$ cat config.mk
export PLATFORM = sky130hd
export DESIGN_NAME = dma_request_scheduler_flat
export DESIGN_NICKNAME = d
export VERILOG_FILES = /design/src/rtl/dma_request_scheduler_if.sv /design/src/rtl/dma_request_scheduler.sv /design/src/flat_wrapper.sv
export SDC_FILE = /design/constraint.sdc
export NUM_CORES = 1
export LEC_CHECK = 0
export CAP_MARGIN = 15
export CORE_MARGIN = 3
export CORE_UTILIZATION = 30
export DETAILED_ROUTE_END_ITERATION = 8
export DONT_BUFFER_PORTS = 1
export PLACE_DENSITY = 0.41
export SYNTH_ARGS = -nofsm -noshare
export SYNTH_HDL_FRONTEND = slang
export SYNTH_SLANG_ARGS = --single-unit
export TNS_END_PERCENT = 100
$ cat constraint.sdc
create_clock -name clock -period 4.4 [get_ports clock]
set_input_delay 0.88 -clock clock [delete_from_list [all_inputs] [get_ports clock]]
set_output_delay 0.88 -clock clock [all_outputs]
set_load 0.02 [all_outputs]
$ cat src/rtl/dma_request_scheduler_if.sv
// Signal bundle between the DMA request scheduler and its surroundings:
// timer channel 1, peripheral DREQ lines and the 8237 DREQ/DACK/TC pins.
interface dma_request_scheduler_if #(
  parameter int REFRESH_DEPTH = 4
) ();
  localparam int W = $clog2(REFRESH_DEPTH + 1);

  logic         i_cpu_clock;
  logic         i_refresh_timer_out;
  logic [2:0]   i_peripheral_drq;
  logic [3:0]   i_channel_enable;
  logic [3:0]   i_dma_acknowledge_n;
  logic         i_terminal_count_n;
  logic         i_status_clear;
  logic [3:0]   o_dma_request;
  logic [W-1:0] o_refresh_pending;
  logic         o_refresh_overrun;
  logic [3:0]   o_timeout_status;

  modport slave (
    input  i_cpu_clock, i_refresh_timer_out, i_peripheral_drq, i_channel_enable,
           i_dma_acknowledge_n, i_terminal_count_n, i_status_clear,
    output o_dma_request, o_refresh_pending, o_refresh_overrun, o_timeout_status
  );

  modport master (
    output i_cpu_clock, i_refresh_timer_out, i_peripheral_drq, i_channel_enable,
           i_dma_acknowledge_n, i_terminal_count_n, i_status_clear,
    input  o_dma_request, o_refresh_pending, o_refresh_overrun, o_timeout_status
  );
endinterface

$ cat src/rtl/dma_request_scheduler.sv
// Conditions the four DREQ lines into the 8237: DRAM refresh requests on channel 0,
// synchronised/masked peripheral requests on channels 1-3, with hold, TC block and timeout.
module dma_request_scheduler #(
  parameter int SYNC_STAGES   = 2,
  parameter int REFRESH_DEPTH = 4,
  parameter int ACK_TIMEOUT   = 255
) (
  input  logic                    clock,
  input  logic                    reset,
  dma_request_scheduler_if.slave  bus
);
  localparam int W  = $clog2(REFRESH_DEPTH + 1);
  localparam int TW = $clog2(ACK_TIMEOUT + 1);
  localparam logic [W-1:0]  PEND_MAX     = W'(REFRESH_DEPTH);
  localparam logic [TW-1:0] TIMEOUT_LAST = TW'(ACK_TIMEOUT - 1);

  typedef enum logic [2:0] {IDLE, REQ, ACK, BLOCK, BACKOFF} state_t;

  logic [SYNC_STAGES-1:0][2:0] r_drqSync;
  logic [SYNC_STAGES-1:0]      r_timerSync;
  logic                        r_timerPrev;
  logic                        r_prevCpuClock;
  logic [W-1:0]                r_pending;
  logic                        r_overrun;
  logic [3:0]                  r_timeoutStatus;
  logic [3:0]                  r_dmaRequest;
  state_t                      r_state [4];
  logic [TW-1:0]               r_timeout [4];

  state_t                      w_stateNext [4];
  logic [TW-1:0]               w_timeoutNext [4];
  logic [2:0]                  w_drqSynced;
  logic                        w_timerRise;
  logic                        w_cpuEdge;
  logic                        w_grant0;
  logic [3:0]                  w_want;
  logic [3:0]                  w_reqDrop;
  logic [3:0]                  w_blockDone;
  logic [3:0]                  w_timeoutSet;

  assign w_drqSynced = r_drqSync[SYNC_STAGES-1];
  assign w_timerRise = r_timerSync[SYNC_STAGES-1] & ~r_timerPrev;
  assign w_cpuEdge   = ~r_prevCpuClock & bus.i_cpu_clock;

  // Channel 0 wants service while refreshes are owed; it never drops on a DRQ because it has none.
  assign w_want      = {w_drqSynced, (r_pending != '0)};
  assign w_reqDrop   = ~bus.i_channel_enable | {~w_drqSynced, 1'b0};
  assign w_blockDone = bus.i_dma_acknowledge_n & {~w_drqSynced, 1'b1};
  assign w_grant0    = w_cpuEdge & (r_state[0] == REQ) & ~bus.i_dma_acknowledge_n[0];

  always_ff @(posedge clock or posedge reset) begin
    if (reset) begin
      r_drqSync      <= '0;
      r_timerSync    <= '0;
      r_timerPrev    <= 1'b0;
      r_prevCpuClock <= 1'b0;
    end else begin
      r_drqSync      <= {r_drqSync[SYNC_STAGES-2:0], bus.i_peripheral_drq};
      r_timerSync    <= {r_timerSync[SYNC_STAGES-2:0], bus.i_refresh_timer_out};
      r_timerPrev    <= r_timerSync[SYNC_STAGES-1];
      r_prevCpuClock <= bus.i_cpu_clock;
    end
  end

  // A refresh edge and a channel-0 grant in the same clock cancel out.
  always_ff @(posedge clock or posedge reset) begin
    if (reset) begin
      r_pending <= '0;
    end else if (w_timerRise && !w_grant0) begin
      if (r_pending != PEND_MAX) begin
        r_pending <= r_pending + W'(1);
      end
    end else if (!w_timerRise && w_grant0 && (r_pending != '0)) begin
      r_pending <= r_pending - W'(1);
    end
  end

  always_comb begin
    for (int n = 0; n < 4; n++) begin
      w_stateNext[n]   = r_state[n];
      w_timeoutNext[n] = r_timeout[n];
      w_timeoutSet[n]  = 1'b0;
      if (w_cpuEdge) begin
        case (r_state[n])
          IDLE: begin
            if (bus.i_channel_enable[n] && w_want[n]) begin
              w_stateNext[n] = REQ;
            end
          end
          REQ: begin
            if (!bus.i_dma_acknowledge_n[n]) begin
              w_stateNext[n]   = ACK;
              w_timeoutNext[n] = '0;
            end else if (w_reqDrop[n]) begin
              w_stateNext[n]   = IDLE;
              w_timeoutNext[n] = '0;
            end else if (r_timeout[n] == TIMEOUT_LAST) begin
              w_stateNext[n]   = BACKOFF;
              w_timeoutNext[n] = '0;
              w_timeoutSet[n]  = 1'b1;
            end else begin
              w_timeoutNext[n] = r_timeout[n] + TW'(1);
            end
          end
          ACK: begin
            if (!bus.i_dma_acknowledge_n[n] && !bus.i_terminal_count_n) begin
              w_stateNext[n] = BLOCK;
            end else if (bus.i_dma_acknowledge_n[n]) begin
              w_stateNext[n] = IDLE;
            end
          end
          BLOCK: begin
            if (w_blockDone[n]) begin
              w_stateNext[n] = IDLE;
            end
          end
          BACKOFF: w_stateNext[n] = IDLE;
          default: w_stateNext[n] = IDLE;
        endcase
      end
    end
  end

  always_ff @(posedge clock or posedge reset) begin
    if (reset) begin
      for (int n = 0; n < 4; n++) begin
        r_state[n]   <= IDLE;
        r_timeout[n] <= '0;
      end
      r_dmaRequest <= '0;
    end else begin
      for (int n = 0; n < 4; n++) begin
        r_state[n]   <= w_stateNext[n];
        r_timeout[n] <= w_timeoutNext[n];
        if (w_cpuEdge) begin
          r_dmaRequest[n] <= (w_stateNext[n] == REQ);
        end
      end
    end
  end

  // A set arriving in the same clock as status_clear wins.
  always_ff @(posedge clock or posedge reset) begin
    if (reset) begin
      r_overrun       <= 1'b0;
      r_timeoutStatus <= '0;
    end else begin
      if (w_timerRise && (r_pending == PEND_MAX)) begin
        r_overrun <= 1'b1;
      end else if (bus.i_status_clear) begin
        r_overrun <= 1'b0;
      end
      r_timeoutStatus <= (bus.i_status_clear ? 4'b0000 : r_timeoutStatus) | w_timeoutSet;
    end
  end

  assign bus.o_dma_request     = r_dmaRequest;
  assign bus.o_refresh_pending = r_pending;
  assign bus.o_refresh_overrun = r_overrun;
  assign bus.o_timeout_status  = r_timeoutStatus;
endmodule
$ cat src/flat_wrapper.sv
// flat-port wrapper written by rule: the top's interface ports become plain ports
module dma_request_scheduler_flat 
#(
  parameter int SYNC_STAGES   = 2,
  parameter int REFRESH_DEPTH = 4,
  parameter int ACK_TIMEOUT   = 255
)
  (clock, reset, bus_i_cpu_clock, bus_i_refresh_timer_out, bus_i_peripheral_drq, bus_i_channel_enable, bus_i_dma_acknowledge_n, bus_i_terminal_count_n, bus_i_status_clear, bus_o_dma_request, bus_o_refresh_pending, bus_o_refresh_overrun, bus_o_timeout_status);
  dma_request_scheduler_if #(.REFRESH_DEPTH(REFRESH_DEPTH)) bus_i ();
  input  logic clock;
  input  logic reset;
  input wire logic [$bits(bus_i.i_cpu_clock)-1:0] bus_i_cpu_clock;
  input wire logic [$bits(bus_i.i_refresh_timer_out)-1:0] bus_i_refresh_timer_out;
  input wire logic [$bits(bus_i.i_peripheral_drq)-1:0] bus_i_peripheral_drq;
  input wire logic [$bits(bus_i.i_channel_enable)-1:0] bus_i_channel_enable;
  input wire logic [$bits(bus_i.i_dma_acknowledge_n)-1:0] bus_i_dma_acknowledge_n;
  input wire logic [$bits(bus_i.i_terminal_count_n)-1:0] bus_i_terminal_count_n;
  input wire logic [$bits(bus_i.i_status_clear)-1:0] bus_i_status_clear;
  output wire logic [$bits(bus_i.o_dma_request)-1:0] bus_o_dma_request;
  output wire logic [$bits(bus_i.o_refresh_pending)-1:0] bus_o_refresh_pending;
  output wire logic [$bits(bus_i.o_refresh_overrun)-1:0] bus_o_refresh_overrun;
  output wire logic [$bits(bus_i.o_timeout_status)-1:0] bus_o_timeout_status;
  assign bus_i.i_cpu_clock = bus_i_cpu_clock;
  assign bus_i.i_refresh_timer_out = bus_i_refresh_timer_out;
  assign bus_i.i_peripheral_drq = bus_i_peripheral_drq;
  assign bus_i.i_channel_enable = bus_i_channel_enable;
  assign bus_i.i_dma_acknowledge_n = bus_i_dma_acknowledge_n;
  assign bus_i.i_terminal_count_n = bus_i_terminal_count_n;
  assign bus_i.i_status_clear = bus_i_status_clear;
  assign bus_o_dma_request = bus_i.o_dma_request;
  assign bus_o_refresh_pending = bus_i.o_refresh_pending;
  assign bus_o_refresh_overrun = bus_i.o_refresh_overrun;
  assign bus_o_timeout_status = bus_i.o_timeout_status;
  dma_request_scheduler #(.SYNC_STAGES(SYNC_STAGES), .REFRESH_DEPTH(REFRESH_DEPTH), .ACK_TIMEOUT(ACK_TIMEOUT)) u_core (.clock(clock), .reset(reset), .bus(bus_i));
endmodule
==> out/metrics.cfg <==
[outcome]
outcome=finished clean

[routing]
dr.pass1.iters=4
vias=2582
avgRoutedWirePerCell_um=14.8
vias_per_cell=5.11
post-route-drc-count=0
routed_wl_um=7490
ant_nets=0
drt_iter0_markers=150

[synthesis]
syn_area_um2=3410
synth-compound-area-share_pct=16.3
synth_simple_gate_area_share_pct=24.9
synth_ff_type=dfrtp_1
synth-xor-area-share_pct=2.31
synth_top_family_by_area=simple AND/OR/NAND/NOR gates
synthArstFlopShare_pct=100
synth_area_per_cell_um2=9.47
synth_edf_count=0
synth_fp_nets=386
yosysUniqueCellTypes=62
synth_fa_ha_area_share_pct=3.52
ys_ff_latch=66
synth_warnings=0
synthMuxAreaShare_pct=0.954
yosysSeqAreaShare_pct=48.4
synth_cells=360

[grt]
grt_usage_pct=12.5
busiest_layer=met2
grt_pass1_wl_um=12800
use_met3_pct=5.82
antenna_found_initial=0
grt_util_met2_pct=18.9
met1_usage_pct=16.4
grt_overflow_total=0
grt_max_degree=46
grt_pass1_vias=2501

[clocking]
insertion_delay_ns=0.33
root_buffer=clkbuf_16
clk_pin_slew_ns=0.06
clock_path_buffers=2
cts_sinks=66
cts_tree=yes
cts_buffers=9
cts_hold_buf=0
cts_setup_buffers=0
cts_resized=0
htreeDepth=3

[setup_path]
crit_slowest_cell=fa_1
worstSetupPathType=input port to flop
arrival_ns=2.57
crit_fanout=19
crit_cells=8
r2r_slack_ns=2.26
crit_buf_inv=1
worst_setup_path_end_kind=flop
critPathTopFamily=simple AND/OR/NAND/NOR gates
rr_worst_depth=6
cp_cell_sequence=nor2b_1 > buf_4 > nand4b_2 > nand2_1 > fa_1 > nand2b_1 > or4_1 > o211ai_1
start_kind=input port
required_ns=4.65
cpPeakStageDelay_ns=0.43

[sta]
rsz0062_at_grt=false
setup_viol=0
final.setup.tns_ns=0
min_period_ns=2.31
slew_violations=0
min_period_over_period_pct=52.6
worstMarginPinSlew_ns=0.984
maxSlewHeadroom_pct=34.3
hold_viol_final=0
fmax_mhz=432
setup_ws_ns=2.09
holdWs_ns=0.345
finalClockSkew_ns=0.00724

[placed_design]
place_ws_ns=1.75
hpwl_um=5130
portBuffers=0
gp_congestion=0.710

[power]
leakagePower_nw=1.62
powerDensity_nw_per_um2=457
vdd_drop_max_v=0.000230
p_total_w=0.00176

[floorplanning]
start_util_pct=31.1
core_region_area_um2=11000
dieArea_um2=12700
die_width_um=113
num_rows=38
die_y_um=113
pin_count=29

[final_layout]
nets=386
layout.cells.most_common_list=dfrtp_1, nand2_1, nand3_1
layout-drive-gt1-share_pct=7.95
final_common_cell=dfrtp_1
n_antenna_cell=0
area_delta_synth_final_pct=12.5

[run]
cap_violations=0

[min_path]
whs_path_depth=0
hp-class=flop to flop

[Yosys cell counts, types with 2 or more instances]
| cell | instances | area [um2] |
|---|---|---|
| buf_2 | 3 | 15.0 |
| a21oi_1 | 5 | 25.0 |
| nand3b_1 | 4 | 30.0 |
| dfrtp_1 | 66 | 1650 |
| nor2b_1 | 4 | 25.0 |
| nand4b_1 | 2 | 17.5 |
| o41ai_1 | 2 | 17.5 |
| nand2b_1 | 9 | 56.3 |
| nand4_1 | 3 | 18.8 |
| nand3_1 | 26 | 130 |
| inv_1 | 13 | 48.8 |
| or2_2 | 2 | 12.5 |
| clkbuf_1 | 8 | 30.0 |
| o31ai_1 | 2 | 15.0 |
| a22o_1 | 2 | 17.5 |
| nor3_1 | 7 | 35.0 |
| a31oi_1 | 15 | 93.8 |
| ha_1 | 8 | 100 |
| a41oi_1 | 3 | 26.3 |
| nand2_1 | 53 | 199 |
| o21a_1 | 3 | 22.5 |
| o21ai_1 | 4 | 20.0 |
| xor2_1 | 3 | 26.3 |
| xnor2_1 | 6 | 52.6 |
| nor2_1 | 24 | 90.1 |
| a2111oi_0 | 3 | 26.3 |
| a21o_1 | 5 | 37.5 |
| or3_1 | 7 | 43.8 |
| o211ai_1 | 3 | 22.5 |
| o2111ai_1 | 4 | 35.0 |
| o22ai_1 | 2 | 12.5 |
| and3_1 | 8 | 50.1 |
| o21ai_0 | 21 | 105 |
| mux2_2 | 2 | 22.5 |
[final timing paths]
path | startpoint | endpoint
setup reg to reg | u_core.r_timerSync[1] | u_core.bus.o_refresh_pending[2]
max in group asynchronous | reset | u_core.r_timerSync[1]
setup / recovery | bus_i_cpu_clock | u_core.bus.o_refresh_pending[2]
hold / removal | u_core.r_timerSync[0] | u_core.r_timerSync[1]
min in group asynchronous | reset | u_core.bus.o_timeout_status[3]
hold reg to reg | u_core.r_timerSync[0] | u_core.r_timerSync[1]
[worst register-to-register path, stage by stage, from the launching register on]
cell and delay [ns]:
dfrtp_1 0.35, nor2b_1 0.48, nand2_1 0.13, fa_1 0.43
nand2b_1 0.17, or4_1 0.40, o211ai_1 0.10
[cell families (layout without fill, tap and decap cells)]
group / after synthesis / in the layout
buffers and inverters: 27 / 32
XOR/XNOR: 9 / 9
AND/OR/NAND/NOR: 163 / 163
multiplexers: 3 / 3
flip-flops: 66 / 66
AO/OA/AOI/OAI: 83 / 83
adder cells (fa/ha/maj): 9 / 9
[registers in the layout, summed over array words and instances, names as in the netlist]
register / count
u_core.bus.o_dma_request: 4
u_core.r_timerSync: 2
u_core.r_drqSync: 3
u_core.bus.o_refresh_pending: 3
u_core.bus.o_timeout_status: 4
u_core.r_prevCpuClock: 1
u_core.r_timeout: 32
u_core.r_state: 12
u_core.bus.o_refresh_overrun: 1
u_core.w_drqSynced: 3
u_core.r_timerPrev: 1
[report_power, final]
part           switching (W)  leakage (nW)  internal (W)
clock               0.000284         0.150      0.000443
combinational       0.000129         0.591      0.000101
sequential          0.000126         0.876      0.000672
[metal layers]
metal | vias up | part of all wire [%]
met3 | 5 | 5.3
met1 | 1241 | 49
li1 | 1306 | -
met2 | 30 | 45
met5 | - | 0
met4 | 0 | 0.83
[final cells by class]
class | count | area [um2]
Clock buffer | 9 | 225
Clock inverter | 7 | 78.8
Fill cell | 1131 | 7140
Inverter | 13 | 48.8
Multi-Input combinational cell | 267 | 1640
Sequential cell | 66 | 1650
Tap cell | 140 | 175
Timing Repair Buffer | 3 | 22.5
[through the flow]
step,utilization [%],instance area [um2],cells
finish,35.0,3840,505
CTS,35.0,3840,505
global route,35.0,3840,505
detailed placement,32.2,3530,489
global placement,32.2,3530,489
floorplan,-,3410,360
Note: power is estimated with default switching activity, not from simulation.
